### src/rtl/fifo_rblock.sv
// rtl/fifo_rblock.sv - async FIFO read-side control: wptr sync, read pointer, empty flag, level, output register
module fifo_rblock #(
  parameter int ADDR_W = 23,
  parameter int DATA_W = 8
) (
  input  logic              rclk,
  input  logic              rrst,
  input  logic [ADDR_W:0]   wptr_gray,
  input  logic [DATA_W-1:0] mem_rdata,
  input  logic              rready,
  output logic [ADDR_W-1:0] raddr,
  output logic [ADDR_W:0]   rptr,
  output logic              rempty,
  output logic [DATA_W-1:0] rdata,
  output logic              rvalid,
  output logic [ADDR_W:0]   rlevel
);

  logic [ADDR_W:0] rbin;
  logic [ADDR_W:0] rq1;
  logic [ADDR_W:0] rq2;
  logic [ADDR_W:0] rbinnext;
  logic [ADDR_W:0] rgraynext;
  logic            load;

  function automatic logic [ADDR_W:0] gray2bin(input logic [ADDR_W:0] g);
    logic [ADDR_W:0] b;
    b = g;
    for (int i = ADDR_W - 1; i >= 0; i--) begin
      b[i] = b[i+1] ^ g[i];
    end
    return b;
  endfunction

  // A word leaves memory only when the output register is free or being drained this cycle.
  always_comb begin
    load      = !rempty && (!rvalid || rready);
    rbinnext  = rbin + {{ADDR_W{1'b0}}, load};
    rgraynext = rbinnext ^ (rbinnext >> 1);
  end

  assign raddr = rbin[ADDR_W-1:0];

  always_ff @(posedge rclk) begin
    if (rrst) begin
      rq1    <= '0;
      rq2    <= '0;
      rbin   <= '0;
      rptr   <= '0;
      rempty <= 1'b1;
      rlevel <= '0;
    end else begin
      rq1    <= wptr_gray;
      rq2    <= rq1;
      rbin   <= rbinnext;
      rptr   <= rgraynext;
      rempty <= (rgraynext == rq2);
      rlevel <= gray2bin(rq2) - rbinnext;
    end
  end

  always_ff @(posedge rclk) begin
    if (rrst) begin
      rdata  <= '0;
      rvalid <= 1'b0;
    end else if (load) begin
      rdata  <= mem_rdata;
      rvalid <= 1'b1;
    end else if (rvalid && rready) begin
      rvalid <= 1'b0;
    end
  end

endmodule

### config.mk
export PLATFORM = sky130hd
export DESIGN_NAME = fifo_rblock
export DESIGN_NICKNAME = d
export VERILOG_FILES = /design/src/rtl/fifo_rblock.sv
export SDC_FILE = /design/constraint.sdc
export NUM_CORES = 1
export LEC_CHECK = 0
export CORE_MARGIN = 2
export CORE_UTILIZATION = 50
export CTS_CLUSTER_DIAMETER = 80
export CTS_CLUSTER_SIZE = 20
export DETAILED_ROUTE_END_ITERATION = 6
export PLACE_DENSITY = 0.78
export SLEW_MARGIN = 20
export SYNTH_ARGS = -nofsm -noshare
export SYNTH_HDL_FRONTEND = slang
export SYNTH_SLANG_ARGS = --single-unit
### constraint.sdc
create_clock -name rclk -period 8.64 [get_ports rclk]
set_input_delay 2.16 -clock rclk [delete_from_list [all_inputs] [get_ports rclk]]
set_output_delay 2.16 -clock rclk [all_outputs]
set_load 0.02 [all_outputs]
## After elaboration in Yosys (flattened, before gate mapping)

Cells that the tools add are included.

- Bits in latches: 0
- Output and inout port bits: 81
- Memory bits (writable): 0
- Memories: 0
- Flip-flop bits (word level): 130
- ROM bits: 0

- Multipliers: 0
- Div/mod/pow operators: 0
- $add $sub $neg: 2
- Eq/ne operators: 1
- Multiplexer cells: 2
- Shifts and indexed selects: 0
- Magnitude comparators: 0
- Reduce and logical (&&, ||, !) cells: 6
- Bitwise logic cells: 24

Operators by type and width:

| cell | count |
|---|---|
| 24-bit by 1-bit adder with 24-bit output | 1 |
| 24-bit equality test | 1 |
| 24-bit subtractor | 1 |
| 24-bit by 23-bit XOR with 24-bit output | 1 |
| 1-bit XOR | 23 |
| 1-bit logical AND | 2 |
| 1-bit logical NOT | 2 |
| 1-bit two-way mux | 2 |
| 2-bit nonzero test | 1 |
| 1-bit logical OR | 1 |

## Longest topological paths before layout

Gate-level depths: netlist of run 1.

- Word-level depth: 24
- Depth in mapped cells: 32
- Depth with buffers taken out: 32

## Least setup slack after synthesis of run 1

No wires, ideal clock.

- Path kind: reg-to-reg
- Start: register rq2[23]
- End: register rlevel[20]
- Arrival: 6.901 ns
- Cell stages (with the launch flop): 33
- Setup time: 0.132 ns
- Period minus slack after synthesis: 7.033 ns
- Required time: 8.508 ns
- Path buffers: 0
- Setup slack: 1.607 ns
- Cell sequence: dfxtp_1 -> xor3_1 -> xor3_2 -> xnor3_2 -> xnor3_1 -> xor2_2 -> xnor3_2 -> xor2_2 -> xor2_2 -> xor2_2 -> xnor2_1 -> xor3_2 -> xnor2_2 -> xor2_2 -> xor2_2 -> xnor2_1 -> ha_1 -> fa_1 -> nor2b_1 -> o21ai_0 -> a21boi_0 -> o21ai_0 -> a21boi_0 -> o21ai_0 -> a21boi_0 -> o21ai_0 -> a21boi_0 -> o21ai_0 -> a211oi_1 -> o31a_1 -> o21a_1 -> o21a_1 -> nor3_1

- Word-level cells in the longest chain between the ends: 24

RTL lines:

| what | RTL line | text |
|---|---|---|
| start: declaration | 21 | `logic [ADDR_W:0] rq2;` |
| start signal: assignment | 54 | `rq2 <= rq1;` |
| 1-bit XOR * (3 in a row) | 30 | `b[i] = b[i+1] ^ g[i];` |
| 1-bit XOR (20 in a row) | 30 |  |
| 24-bit subtractor * | 58 | `rlevel <= gray2bin(rq2) - rbinnext;` |
| end signal: assignment | 58 |  |
| end: declaration | 16 | `output logic [ADDR_W:0] rlevel` |

Mark *: on every way between the ends. The rest lies on a longest branch, timed or not.
A chain may end at the register's enable or synchronous reset.

## Worst setup path in the final report of run 1

Ends and elaborated chain as after synthesis.

==> results.py, run 1 <==
metrics = {
    "outcome": {
        "outcome": "completed",
    },
    "critical_path": {
        "cpPeakStageDelay_ps": 510,
        "reg2reg_setup_slack_ps": 770,
        "critPathMaxFanout": 4,
        "crit_start": "rq2[23]$_SDFF_PP0_",
        "required_ps": 8970,
        "crit_slowest_cell": "xor3_1",
        "path_buf_inv": 0,
        "r2r_start": "rq2[23]$_SDFF_PP0_",
        "critical_path_class": "reg2reg",
        "start_kind": "flop",
        "critical-path-top-delay-family": "XOR/XNOR gates",
        "critPathArrivalTime_ps": 8200,
        "crit_path_frequent_cell": "xor2_2",
        "reg2regPathDepth": 32,
        "r2r-end": "rlevel[20]$_SDFF_PP0_",
        "end_kind": "flop",
    },
    "sta": {
        "slew_headroom_pct": 35.42,
        "hold_viol": 0,
        "worst_slew_pin_slew_ps": 968.7,
        "setup_tns_ps": 0,
        "fmax_mhz": 127.1,
        "finalSetupViolations": 0,
        "rsz0062_at_grt": "no",
        "fin_skew_ps": 7.424,
        "final_max_slew_viol_count": 0,
        "fin_crit_ps": 7870,
        "timing.final.crit_share_pct": 91.08,
    },
    "worst_hold_path": {
        "hold_path_depth": 1,
        "hold_path_end": "rq2[23]$_SDFF_PP0_",
        "hold_class": "reg2reg",
        "hp-start": "rq1[23]$_SDFF_PP0_",
    },
    "clocking": {
        "htree_levels": 4,
        "root_buffer": "clkbuf_16",
        "cts_buffers": 17,
        "hold_buffers": 0,
        "cts-resized-gates": 0,
        "cts_tree": "built",
        "clock_sinks": 129,
        "cts_max_path_buffers": 2,
        "clkTransAtPathRegs_ps": 50,
        "worstSkewPairLatency_ps": 420,
        "post_cts_buffers": 0,
    },
    "detailed_routing": {
        "wire_per_inst_um": 14.62,
        "via_per_inst": 5.091,
        "drt_iter0_markers": 226,
        "wirelength_um": 12800,
        "ant_nets": 0,
        "dr.pass1.iters": 5,
        "via_count": 4460,
        "drc": 0,
    },
    "power_and_ir_drop": {
        "ir_worst_vdd_v": 0.0001934,
        "power_density_nw_per_um2": 284.3,
        "leakage_nw": 3.084,
    },
    "floorplan": {
        "dieArea_sq_um": 12360,
        "pin_count": 116,
        "coreArea_sq_um": 11320,
        "start_util_pct": 50.72,
        "die_y_um": 111.2,
        "rows": 39,
        "chipWidth_um": 111.2,
    },
    "cells_and_area": {
        "post-route-util_pct": 67.79,
        "layout_common_cells": "dfxtp_1 (129), clkdlybuf4s50_1 (114), nor2_1 (91), nor2b_1 (53), xor2_1 (46)",
        "area_growth_syn_to_layout_pct": 33.67,
        "fin_nets": 781,
        "multi_input_area_sq_um": 3028,
        "regArea_sq_um": 2582,
        "stdcell_area_sq_um": 7675,
        "drive_gt1_share_pct": 6.958,
        "final_common_cell": "dfxtp_1",
        "diodes": 0,
        "n_fill_cell": 908,
    },
    "global_route": {
        "grt_pass1_vias": 4363,
        "grt_overflow": 0,
        "grt_antenna_before_repair": 0,
        "grt_max_degree": 103,
        "grt_pass1_wl_um": 21110,
        "grt_usage_pct": 21.45,
    },
    "yosys": {
        "synthMuxAreaShare_pct": 1.395,
        "synth_top_family_by_area": "simple AND/OR/NAND/NOR gates",
        "syn_nets": 660,
        "synth_top_cell_area_share_pct": 44.98,
        "synth_top_area_cell": "dfxtp_1",
        "ys_seq_elements": 129,
        "synth_edf_count": 0,
        "synth.cell_area_sq_um": 5742,
        "synth_compound_area_share_pct": 6.537,
        "synth-seq-area-share_pct": 44.98,
        "yosys_warnings": 0,
        "synth_top_flop_cell": "dfxtp_1",
        "yosys.area_share.simple_pct": 21.12,
        "ys_top_cells_by_area": "dfxtp_1 (45%), xor2_1 (7.0%), xnor2_1 (6.3%)",
        "synthXorXnorAreaFrac_pct": 17.76,
        "ys_types": 51,
        "synthAdderAreaFrac_pct": 5.796,
        "async_reset_ff_share_pct": 0,
        "syn-mean-instance-area_sq_um": 9.586,
        "synth_cells": 599,
    },
    "placed_design": {
        "io_buffers": 115,
        "place_area_sq_um": 7032,
        "globalplace.congestion": 0.8465,
        "dp_hpwl_um": 9385,
    },
    "job": {
        "max_cap_violations": 0,
    },
}
==> kinds of logic after synthesis <==
group / count (synthesis)
buf+inv: 37
compound gates: 57
simple gates: 242
flops: 129
fa+ha+maj: 26
xor+xnor: 100
mux: 8
==> per-stage QoR <==
step                hold WS (ps)  total power, W  setup WS, ps  cells
global route               448.6        0.002301         69.47    876
detailed placement         422.6        0.001419         662.3    844
floorplan                  413.8        0.001201          1607    599
finish                     432.6        0.002182         770.3    876
CTS                        435.7        0.002189         621.6    876
global placement           416.0        0.001400          1056    844
==> registers in the layout (all words and copies together), names as in the netlist <==
signal,count
rbin,23
rdata,8
rempty,1
rlevel,24
rptr,24
rq1,24
rq2,24
rvalid,1
==> final cells by class <==
cell class	count	share of cell area, %
multi-input combinational	433	39.45
sequential	129	33.65
timing repair buffer	118	15.26
clock buffer	19	5.902
clock inverter	13	2.380
tap	143	2.331
inverter	21	1.027
==> metal layers <==
layer	GRT usage, %	up-vias	part of all wire [%]
li1	-	2233	-
met1	25.83	2070	43
met2	35.69	132	48
met5	0	-	0
met4	8.230	0	2.1
met3	6.998	25	7.0
==> cells in the mapped netlist, types with 2 or more instances <==
library cell  count
inv_1            21
nor2_1           91
clkbuf_1         13
a21oi_1          13
nor3_1           22
xnor2_1          41
a221oi_1          2
nand2_1          21
nand2b_1          5
nand3_1          18
nor2b_1          53
and4_1            3
and2_1            3
nor4bb_1          2
buf_1             3
o21ai_0          16
a21boi_0          7
xor2_1           46
xnor3_2           2
nor4b_1           2
o21a_1            4
nor3b_1           3
a211oi_1          2
ha_1             25
nand4_1           3
and3_1            9
dfxtp_1         129
xor2_2            6
xor3_2            2
or3_1             4
mux2i_1           8
==> power by group <==
| part | leakage, nW | switching, W | internal (W) | total, W |
|---|---|---|---|---|
| logic | 1.71 | 0.000409 | 0.000334 | 0.000743 |
| registers | 1.06 | 0.0000199 | 0.000657 | 0.000677 |
| clock network | 0.313 | 0.000264 | 0.000498 | 0.000762 |
==> how the worst max path moves through the flow <==
stage | to | slack [ps] | depth (start not counted)
after global placement | rlevel[20]$_SDFF_PP0_ | 1060 | 32
after detailed placement | rlevel[16]$_SDFF_PP0_ | 660 | 32
after CTS | rlevel[16]$_SDFF_PP0_ | 620 | 32
after floorplan | rlevel[20]$_SDFF_PP0_ | 1610 | 32
final | rlevel[20]$_SDFF_PP0_ | 770 | 32
after global routing | rlevel[20]$_SDFF_PP0_ | 70 | 32
Power figures use the tool's default switching activity.
==> run 2: changes to the inputs <==
PLACE_DENSITY = 0.76   (was 0.78)
==> run 2 against run 1 <==
Routed wire length about the same. Cell area decreased by 0.57%. Maximum frequency down 1.1%. Via count barely moved. Critical endpoint unchanged. Largest power group is now combinational logic.
==> results.py, run 2 (synthesis gave the netlist of run 1 again) <==
metrics = {
    "outcome": {
        "outcome": "completed",
    },
    "detailed_routing": {
        "wire_per_inst_um": 14.63,
        "via_per_inst": 5.096,
        "wirelength_um": 12800,
        "drc": 0,
        "ant_nets": 0,
        "dr.pass1.iters": 4,
        "drt_iter0_markers": 284,
        "via_count": 4459,
    },
    "clocking": {
        "cts-resized-gates": 0,
        "hold_buffers": 0,
        "cts_max_path_buffers": 2,
        "root_buffer": "clkbuf_16",
        "worstSkewPairLatency_ps": 410,
        "clock_sinks": 129,
        "cts_tree": "built",
        "post_cts_buffers": 0,
        "clkTransAtPathRegs_ps": 60,
        "htree_levels": 4,
        "cts_buffers": 17,
    },
    "sta": {
        "finalSetupViolations": 0,
        "hold_viol": 0,
        "slew_headroom_pct": 30.08,
        "layout_setup_ws_ps": 684.9,
        "final_max_slew_viol_count": 0,
        "rsz0062_at_grt": "yes",
        "fin_crit_ps": 7955,
        "setup_tns_ps": 0,
        "worst_slew_pin_slew_ps": 1049,
        "fin_skew_ps": 7.733,
        "fmax_mhz": 125.7,
        "timing.final.crit_share_pct": 92.07,
    },
    "floorplan": {
        "chipWidth_um": 111.2,
        "start_util_pct": 50.72,
        "rows": 39,
        "dieArea_sq_um": 12360,
        "die_y_um": 111.2,
        "coreArea_sq_um": 11320,
        "pin_count": 116,
    },
    "power_and_ir_drop": {
        "leakage_nw": 3.052,
        "power_density_nw_per_um2": 280.7,
        "ir_worst_vdd_v": 0.0001781,
    },
    "worst_hold_path": {
        "hold_path_depth": 1,
        "hp-start": "rq1[8]$_SDFF_PP0_",
        "hold_path_end": "rq2[8]$_SDFF_PP0_",
        "hold_class": "reg2reg",
    },
    "critical_path": {
        "critPathArrivalTime_ps": 8290,
        "critPathMaxFanout": 4,
        "crit_path_frequent_cell": "xor2_2",
        "end_kind": "flop",
        "reg2reg_setup_slack_ps": 680,
        "r2r_start": "rq2[23]$_SDFF_PP0_",
        "start_kind": "flop",
        "cpPeakStageDelay_ps": 490,
        "critical_path_class": "reg2reg",
        "crit_slowest_cell": "xor3_1",
        "reg2regPathDepth": 32,
        "r2r-end": "rlevel[20]$_SDFF_PP0_",
        "required_ps": 8970,
    },
    "global_route": {
        "grt_max_degree": 111,
        "grt_pass1_vias": 4457,
        "grt_pass1_wl_um": 21240,
        "grt_antenna_before_repair": 0,
        "grt_usage_pct": 21.51,
        "grt_overflow": 0,
    },
    "placed_design": {
        "io_buffers": 115,
        "globalplace.congestion": 0.8890,
        "dp_hpwl_um": 9007,
        "dp_slack_ps": 791.7,
        "place_area_sq_um": 7024,
        "dp.cells": 843,
    },
    "cells_and_area": {
        "n_fill_cell": 883,
        "drive_gt1_share_pct": 6.421,
        "fin_nets": 780,
        "final_common_cell": "dfxtp_1",
        "layout_common_cells": "dfxtp_1 (129), clkdlybuf4s50_1 (114), nor2_1 (91), nor2b_1 (53), xor2_1 (46)",
        "final_cells": 875,
        "area_growth_syn_to_layout_pct": 32.90,
        "diodes": 0,
        "post-route-util_pct": 67.41,
        "stdcell_area_sq_um": 7631,
    },
    "job": {
        "max_cap_violations": 0,
    },
}
[run 2: cell count changes in the layout (fill, tap and decap cells not counted), moves of 2 or more]
| cell | previous run | this run |
|---|---|---|
| clkbuf_1 | 0 | 2 |
| clkinv_4 | 2 | 0 |
| clkinvlp_4 | 1 | 3 |
| inv_6 | 2 | 0 |
[run 2: worst max path at each step]
stage,from,endpoint
floorplan,rq2[23]$_SDFF_PP0_,rlevel[20]$_SDFF_PP0_
global placement,rq2[23]$_SDFF_PP0_,rlevel[20]$_SDFF_PP0_
detailed placement,rq2[23]$_SDFF_PP0_,rlevel[20]$_SDFF_PP0_
CTS,rq2[23]$_SDFF_PP0_,rlevel[20]$_SDFF_PP0_
global route,rq2[23]$_SDFF_PP0_,rlevel[22]$_SDFF_PP0_
finish,rq2[23]$_SDFF_PP0_,rlevel[20]$_SDFF_PP0_
[run 2: per-layer routing]
layer  global-route usage (%)  share of wire [%]  up-vias
met5                        0                  0        -
met4                    8.560                2.6        0
met3                    5.249                4.8       32
met2                    37.36                 51      116
met1                    25.57                 41     2075
li1                         -                  -     2236
[run 2: metrics by stage]
| step | hold slack (ps) | total power, W |
|---|---|---|
| after floorplan | 413.8 | 0.001201 |
| final | 433.2 | 0.002142 |
| after CTS | 439.8 | 0.002153 |
| after global placement | 418.3 | 0.001401 |
| after detailed placement | 424.8 | 0.001416 |
| after global routing | 448.5 | 0.002272 |
[run 2: worst max-delay path: cells and delay by family, from the launching register on]
| kind | cells | cell delay, ps |
|---|---|---|
| compound gates | 12 | 2520 |
| fa+ha+maj | 2 | 610 |
| flops | 1 | 380 |
| xor+xnor | 15 | 3990 |
| simple gates | 3 | 370 |
[run 2: report_power, final]
part	switching, W	internal (W)	leakage, nW	total, W
Clock	0.000249	0.000474	0.292	0.000723
Sequential	0.0000245	0.000658	1.06	0.000682
Combinational	0.000405	0.000331	1.70	0.000737
Total	0.000679	0.00146	3.05	0.00214
[run 2: layout make-up]
cell class                      instances  area [sq um]  area share [%]
Clock buffer                           22         474.2           6.214
Clock inverter                         10         132.6           1.738
Inverter                               21         78.83           1.033
Multi-Input combinational cell        433          3020           39.58
Sequential cell                       129          2582           33.84
Tap cell                              143         178.9           2.345
Timing Repair Buffer                  117          1164           15.25
==> run 3: changes to the inputs <==
SKIP_CTS_REPAIR_TIMING = 1   (was unset)
==> results of run 3 <==
The final DEF is identical to that of run 2; final timing and power are the same.
